### src/rtl/mips_pkg.sv
// rtl/mips_pkg.sv - shared MIPS pipeline constants for fetch, decode and hazard unit
package mips_pkg;

  localparam int ADDR_W_DEF = 32;

  localparam logic [31:0] NOP_INSTR = 32'h0000_0000;

  localparam int PC_STEP = 4;

  localparam logic [31:0] BUBBLE_INSTR = NOP_INSTR;
  localparam logic        BUBBLE_VALID = 1'b0;

endpackage

### src/rtl/if_id_reg.sv
// rtl/if_id_reg.sv - IF/ID pipeline register with write enable and bubble load
module if_id_reg
  import mips_pkg::*;
#(
  parameter int ADDR_W = ADDR_W_DEF
) (
  input  logic              clk,
  input  logic              rst_n,
  input  logic              bubble_i,
  input  logic              write_i,
  input  logic [ADDR_W-1:0] pc4_i,
  input  logic [31:0]       instr_i,
  output logic [ADDR_W-1:0] pc4_o,
  output logic [31:0]       instr_o,
  output logic              valid_o
);

  logic [ADDR_W-1:0] pc4_q, pc4_d;
  logic [31:0]       instr_q, instr_d;
  logic              valid_q, valid_d;

  // Bubble beats write; with neither, all three fields hold together.
  always_comb begin
    pc4_d   = pc4_q;
    instr_d = instr_q;
    valid_d = valid_q;
    if (bubble_i) begin
      pc4_d   = '0;
      instr_d = BUBBLE_INSTR;
      valid_d = BUBBLE_VALID;
    end else if (write_i) begin
      pc4_d   = pc4_i;
      instr_d = instr_i;
      valid_d = 1'b1;
    end
  end

  // Register the IF/ID fields; reset clears to a bubble.
  always_ff @(posedge clk or negedge rst_n) begin
    if (!rst_n) begin
      pc4_q   <= '0;
      instr_q <= BUBBLE_INSTR;
      valid_q <= BUBBLE_VALID;
    end else begin
      pc4_q   <= pc4_d;
      instr_q <= instr_d;
      valid_q <= valid_d;
    end
  end

  assign pc4_o   = pc4_q;
  assign instr_o = instr_q;
  assign valid_o = valid_q;

endmodule

### src/rtl/fetch_stage.sv
// rtl/fetch_stage.sv - MIPS instruction fetch: PC, next-PC mux, IF/ID register, counters
module fetch_stage
  import mips_pkg::*;
#(
  parameter int                ADDR_W   = ADDR_W_DEF,
  parameter logic [ADDR_W-1:0] RESET_PC = '0,
  parameter int                CNT_W    = 16
) (
  input  logic              clk,
  input  logic              rst,
  input  logic              start,
  input  logic              pc_write_i,
  input  logic              ifid_write_i,
  input  logic              flush_i,
  input  logic              redirect_i,
  input  logic [ADDR_W-1:0] redirect_addr_i,
  output logic [ADDR_W-1:0] imem_addr_o,
  input  logic [31:0]       imem_instr_i,
  output logic [ADDR_W-1:0] pc_o,
  output logic [ADDR_W-1:0] ifid_pc4_o,
  output logic [31:0]       ifid_instr_o,
  output logic              ifid_valid_o,
  output logic [CNT_W-1:0]  stall_cnt_o,
  output logic [CNT_W-1:0]  flush_cnt_o
);

  localparam logic [ADDR_W-1:0] RESET_PC_ALIGNED = {RESET_PC[ADDR_W-1:2], 2'b00};

  logic [ADDR_W-1:0] pc_q, pc_d;
  logic [ADDR_W-1:0] pc_plus4;
  logic [CNT_W-1:0]  stall_cnt_q, stall_cnt_d;
  logic [CNT_W-1:0]  flush_cnt_q, flush_cnt_d;
  logic              stall_evt, flush_evt;
  logic              unused_addr_bits;

  // Redirect targets are word-aligned by dropping their low two bits.
  assign unused_addr_bits = ^redirect_addr_i[1:0];

  assign pc_plus4  = pc_q + ADDR_W'(PC_STEP);
  assign stall_evt = start && !pc_write_i && !redirect_i;
  assign flush_evt = start && flush_i;

  // Next PC: idle reloads reset PC, redirect beats the HDU stall, else step or hold.
  always_comb begin
    pc_d = pc_q;
    if (!start) begin
      pc_d = RESET_PC_ALIGNED;
    end else if (redirect_i) begin
      pc_d = {redirect_addr_i[ADDR_W-1:2], 2'b00};
    end else if (pc_write_i) begin
      pc_d = pc_plus4;
    end
  end

  // Saturating event counters; they stick at all-ones instead of wrapping.
  always_comb begin
    stall_cnt_d = stall_cnt_q;
    flush_cnt_d = flush_cnt_q;
    if (stall_evt && (stall_cnt_q != '1)) begin
      stall_cnt_d = stall_cnt_q + CNT_W'(1);
    end
    if (flush_evt && (flush_cnt_q != '1)) begin
      flush_cnt_d = flush_cnt_q + CNT_W'(1);
    end
  end

  // PC and counter registers.
  always_ff @(posedge clk or negedge rst) begin
    if (!rst) begin
      pc_q        <= RESET_PC_ALIGNED;
      stall_cnt_q <= '0;
      flush_cnt_q <= '0;
    end else begin
      pc_q        <= pc_d;
      stall_cnt_q <= stall_cnt_d;
      flush_cnt_q <= flush_cnt_d;
    end
  end

  if_id_reg #(
    .ADDR_W (ADDR_W)
  ) u_if_id_reg (
    .clk      (clk),
    .rst_n    (rst),
    .bubble_i (!start || flush_i),
    .write_i  (ifid_write_i),
    .pc4_i    (pc_plus4),
    .instr_i  (imem_instr_i),
    .pc4_o    (ifid_pc4_o),
    .instr_o  (ifid_instr_o),
    .valid_o  (ifid_valid_o)
  );

  assign pc_o        = pc_q;
  assign imem_addr_o = pc_q;
  assign stall_cnt_o = stall_cnt_q;
  assign flush_cnt_o = flush_cnt_q;

endmodule

### config.mk
export PLATFORM = sky130hd
export DESIGN_NAME = fetch_stage
export DESIGN_NICKNAME = d
export VERILOG_FILES = /design/src/rtl/mips_pkg.sv /design/src/rtl/if_id_reg.sv /design/src/rtl/fetch_stage.sv
export SDC_FILE = /design/constraint.sdc
export NUM_CORES = 1
export LEC_CHECK = 0
export ABC_AREA = 1
export CAP_MARGIN = 25
export CORE_MARGIN = 2
export CORE_UTILIZATION = 30
export DETAILED_ROUTE_END_ITERATION = 8
export SETUP_SLACK_MARGIN = 0.05
export SKIP_CTS_REPAIR_TIMING = 1
export SLEW_MARGIN = 40
export SYNTH_ARGS = -nofsm -noshare
export SYNTH_HDL_FRONTEND = slang
export SYNTH_SLANG_ARGS = --single-unit
### constraint.sdc
create_clock -name clk -period 1.68 [get_ports clk]
set_input_delay 0.504 -clock clk [delete_from_list [all_inputs] [get_ports clk]]
set_output_delay 0.504 -clock clk [all_outputs]
set_load 0.02 [all_outputs]
==> impl_metrics.toml, run 1 <==
[outcome]
status = "complete, but fails checks"
violations = "setup timing"

[global_routing]
antenna_found_initial = 0
grtUsageTotal_pct = 17.9
overflow = 0
grt_first_pass_wirelength_mm = 33.4
grt_max_degree = 80
grt_pass1_vias = 6257

[worst_setup_path]
path_class = "reg -> out"
worstPathCellList = "buf_6, buf_6, buf_4"
start_kind = "flop"
crit_family = "flip-flops"
end_kind = "output port"
path_max_fanout = 4
cp_data_required_time_ns = 1.18
crit_buf_inv = 3
r2r_start = "imem_addr_o[3]"
critPathMostFrequentCell = "buf_6"
r2r_cells = 11
cp_data_arrival_time_ns = 1.23
r2r_end = "u_if_id_reg.pc4_o[23]"
regToRegSetupSlack_ns = 0.02
cpPeakStageDelay_ns = 0.42
slowest_stage = "dfrtp_1"

[power]
ir_drop_uv = 462
intPower_mw = 6.87
seqPwrFrac_pct = 36.3
p_clk_share_pct = 39.2
p_comb_share_pct = 24.5
total_power_mw = 9.91
cellPowerDensity_nw_per_um2 = 924
power_switching_mw = 3.04
p_sw_share_pct = 30.7
p_leak_nw = 6.55

[cts]
cts_sinks = 125
clockBufferDepth = 2
cts_tree = "yes"
numCtsBuffers = 17
htreeDepth = 4
clock_latency_ns = 0.42
root_buffer = "clkbuf_16"
clk_pin_slew_ns = 0.06

[floorplanning]
io_pins = 232
die_h_microns = 154
start_util_pct = 30.6
dieArea_sq_um = 23600
row_count = 54
die_x_microns = 154
core_area_sq_um = 21900

[yosys]
synthMuxAreaShare_pct = 0
netlist_area_sq_um = 6710
ys_warn_count = 0
synth.top_cells.by_area = "dfrtp_1 47%, nand2_1 16%, nor2_1 5.3%, a22o_1 4.3%, buf_4 4.1%"
synth.most_common_cell = "nand2_1"
yosys.area_share.simple_pct = 30.0
synth-seq-area-share_pct = 46.6
synth_area_leader_cell = "dfrtp_1"
synth_top_family_by_area = "simple AND/OR/NAND/NOR gates"
synth_common_cells = "282 x nand2_1, 125 x dfrtp_1, 94 x nor2_1, 57 x inv_1, 37 x buf_4"
synth_fa_ha_area_share_pct = 0.560
yosysUniqueCellTypes = 34
synth_seq_cells = 125
async_flop_share_pct = 100
postSynthCellCount = 841
synth_edf_count = 0
synth_ff_type = "dfrtp_1"
synth_xor_area_share_pct = 3.79
syn_area_per_cell_sq_um = 7.97
yosysTopAreaCellShare_pct = 46.6
synth_compound_area_share_pct = 9.46

[timing]
setup_viol = 5
fin_skew_ns = 0.00927
fin_hold_ws_ns = 0.0635
finalHoldViolCount = 0
layout_setup_ws_ns = -0.0569
fin_crit_sh_pct = 103
fin_tns_setup_ns = -0.144
drv_slew = 0
fmax_mhz = 576
period_minus_slack_ns = 1.74
rsz0062_at_grt = "true"

[layout]
areaGrowthSynthToFinish_pct = 60.1
antenna_cells = 0
drive_above_1_share_pct = 26.1
nNetsFinal = 1191
utilization_pct = 49.0

[routing]
wire_per_inst_microns = 15.4
firstDrtPassIters = 4
wirelength_mm = 21.7
drcViolationCount = 0
vias = 6452
via_per_inst = 4.58
drt_iter0_markers = 297
drtAntennaViolNets = 0

[placement]
place_congestion = 0.839
dp_hpwl_mm = 15.8
portBuffers = 223

[run]
maxCapViolations = 0

[worst_hold_path]
worstHoldPathType = "in -> async"
[state kept, by name, indices dropped and copies added (netlist names)]
| signal | flops |
|---|---|
| imem_addr_o | 30 |
| u_if_id_reg.valid_o | 1 |
| flush_cnt_o | 16 |
| stall_cnt_o | 16 |
| u_if_id_reg.instr_o | 32 |
| u_if_id_reg.pc4_o | 30 |
[power groups by stage]
stage          clock network [mW]  logic [mW]  registers, mW
5_1_grt                      4.14        2.64           3.63
4_1_cts                      4.01        2.33           3.57
3_3_place_gp                    0        2.29           3.62
2_1_floorplan                   0       0.864           3.90
6_report                     3.89        2.43           3.60
3_5_place_dp                    0        2.31           3.62
[kinds of logic (layout without fill, tap and decap cells)]
| family | Yosys count | count (layout) |
|---|---|---|
| XOR/XNOR | 29 | 29 |
| other | 1 | 6 |
| AND/OR/NAND/NOR | 468 | 468 |
| flip-flops | 125 | 125 |
| buffers and inverters | 123 | 407 |
| AO/OA/AOI/OAI | 92 | 92 |
| adder cells (fa/ha/maj) | 3 | 3 |
[metrics by stage]
step	setup slack (ns)	instance area, sq um	instances
2_1_floorplan	0.0566	6730	846
3_3_place_gp	-0.327	9520	1357
3_5_place_dp	-0.395	9520	1357
4_1_cts	-0.433	10100	1389
5_1_grt	-0.109	10700	1410
6_report	-0.0569	10700	1410
[routing by layer]
metal	GRT usage, %	wire, microns	part of all wire [%]	vias to the layer above
met5	0	0	0	-
met4	4.19	297	1.4	0
met3	4.40	1240	5.7	19
met2	28.6	10300	47	195
li1	-	-	-	3209
met1	24.6	9860	45	3029
[cell type report]
cell class | count | area, sq um
clock buffers | 20 | 467
inverters | 61 | 235
multi-input cells | 598 | 3280
well taps | 280 | 350
fillers | 2115 | 11200
clock inverters | 12 | 161
flip-flops and latches | 125 | 3160
repair buffers | 314 | 3080
[how the worst max path moves through the flow]
stage	cells after the start	slack [ns]	start	to
after floorplan	10	0.06	imem_addr_o[3]	imem_addr_o[22]
after CTS	1	-0.43	imem_addr_o[17]	pc_o[17]
after detailed placement	8	-0.40	redirect_i	imem_addr_o[4]
final	3	-0.06	imem_addr_o[3]	pc_o[3]
after global routing	11	-0.11	imem_addr_o[3]	imem_addr_o[25]
after global placement	8	-0.33	redirect_i	imem_addr_o[4]
[placed cells by master (no fill, tap or decap), types with 5 or more instances in the layout]
master / n
nand3_2: 12
a22o_1: 33
dfrtp_1: 102
o211ai_1: 6
nor2_1: 82
o21ai_0: 30
clkbuf_16: 17
nand2_4: 5
xor2_1: 14
inv_1: 55
xnor2_1: 8
clkdlybuf4s50_1: 67
conb_1: 6
buf_6: 15
nand3b_1: 9
dlymetal6s2s_1: 106
buf_4: 77
nor3_1: 10
dfrtp_2: 23
nor2_2: 10
nand2_2: 24
nand2_1: 263
o21ai_1: 11
buf_12: 6
nand4_1: 5
nor2_4: 12
o21ai_2: 10
nand3_1: 25
clkbuf_2: 42
Power figures use the tool's default switching activity.
==> run 2: changes to the inputs <==
--- a/config.mk
+++ b/config.mk
@@ -7,9 +7,10 @@
 export LEC_CHECK = 0
 export ABC_AREA = 1
 export CAP_MARGIN = 25
-export CORE_MARGIN = 2
+export CORE_MARGIN = 5
 export CORE_UTILIZATION = 30
 export DETAILED_ROUTE_END_ITERATION = 8
+export MAX_ROUTING_LAYER = met4
 export SETUP_SLACK_MARGIN = 0.05
 export SKIP_CTS_REPAIR_TIMING = 1
 export SLEW_MARGIN = 40
==> impl_metrics.toml, run 2 (synthesized netlist as in run 1, its figures left out) <==
[outcome]
status = "finished, final reports clean"

[layout]
mostFrequentLayoutCells = "260 x nand2_1, 102 x dfrtp_1, 101 x dlymetal6s2s_1, 84 x nor2_1, 67 x clkdlybuf4s50_1"
utilization_pct = 48.9
antenna_cells = 0
drive_above_1_share_pct = 25.9
areaGrowthSynthToFinish_pct = 59.6
nNetsFinal = 1185
largest_register_ff_count = 32
instances_no_fill = 1404
final_common_cell = "nand2_1"

[placement]
place_inst = 1348
portBuffers = 223
place_congestion = 0.860
dp_hpwl_mm = 16.6

[run]
maxCapViolations = 0

[routing]
drcViolationCount = 0
drt_iter0_markers = 342
wirelength_mm = 22.6
via_per_inst = 4.60
firstDrtPassIters = 5
vias = 6464
wire_per_inst_microns = 16.1
drtAntennaViolNets = 0

[power]
ir_drop_uv = 422
cellPowerDensity_nw_per_um2 = 897
p_leak_nw = 6.54
total_power_mw = 9.60

[floorplanning]
io_pins = 232
row_count = 54
start_util_pct = 30.6
die_x_microns = 160
die_h_microns = 160
core_area_sq_um = 21900
dieArea_sq_um = 25400

[cts]
cts_tree = "yes"
cts_sinks = 125
clk_pin_slew_ns = 0.06
clockBufferDepth = 2
root_buffer = "clkbuf_16"
htreeDepth = 4
clock_latency_ns = 0.41
numCtsBuffers = 17

[worst_setup_path]
path_max_fanout = 4
cp_data_arrival_time_ns = 1.17
setup.worst_path.end = "pc_o[3]"
path_class = "reg -> out"
start_kind = "flop"
r2r_start = "imem_addr_o[3]"
r2r_end = "u_if_id_reg.pc4_o[30]"
regToRegSetupSlack_ns = 0.006
r2r_cells = 10
end_kind = "output port"
crit_start = "imem_addr_o[3]"
cp_data_required_time_ns = 1.18

[timing]
setup_viol = 0
finalHoldViolCount = 0
fin_hold_ws_ns = 0.478
rsz0062_at_grt = "true"
period_minus_slack_ns = 1.67
drv_slew = 0
fmax_mhz = 598
fin_crit_sh_pct = 99.6
fin_skew_ns = 0.0109
fin_tns_setup_ns = 0

[global_routing]
grt_pass1_vias = 6089
grtUsageTotal_pct = 17.3
grt_max_degree = 46
overflow = 0
antenna_found_initial = 0
grt_first_pass_wirelength_mm = 34.7

[worst_hold_path]
worstHoldPathType = "reg -> reg"
run 2: how the worst min path moves through the flow:
stage                                     from                    to  slack (ns)  depth (start not counted)
after floorplan                            rst        flush_cnt_o[0]        0.21                          0
after global placement                     rst        flush_cnt_o[3]        0.38                          1
after detailed placement                   rst        flush_cnt_o[3]        0.38                          1
after CTS                                  rst        flush_cnt_o[3]       -0.07                          1
after global routing                       rst        flush_cnt_o[3]        0.49                          2
final                     u_if_id_reg.pc4_o[6]  u_if_id_reg.pc4_o[6]        0.48                          2
run 2: routing by layer:
metal  global-route usage [%]  vias up  routed length, microns
li1                         -     3207                       -
met1                     23.7     3068                   10700
met2                     26.5      176                   10800
met3                     3.60       13                     844
met4                     3.96        0                     221
met5                        -        -                       0
run 2: power breakdown:
group	total [mW]	switching (mW)	leakage, nW	internal, mW
registers	3.62	0.338	1.64	3.28
clock network	3.63	1.54	0.276	2.09
logic	2.35	1.29	4.62	1.05
total	9.60	3.17	6.54	6.43
run 2: critical path, stage by stage (launching register included):
cell	delay [ns]
dfrtp_1	0.39
buf_6	0.14
buf_6	0.11
buf_6	0.12
run 2: area by class of cell:
class / count / area [sq um]
fill: 2124 / 11200
multi-input combinational: 598 / 3280
sequential: 125 / 3160
timing repair buffer: 307 / 3090
clock buffer: 17 / 425
tap: 280 / 350
inverter: 61 / 239
clock inverter: 15 / 154
timing repair inverter: 1 / 8.76
run 2: metrics by stage:
step / instance area, sq um / worst slack, ns
2_1_floorplan: 6730 / 0.0566
3_3_place_gp: 9480 / -0.274
3_5_place_dp: 9480 / -0.325
4_1_cts: 10100 / -0.435
5_1_grt: 10700 / -0.0632
6_report: 10700 / 0.00643
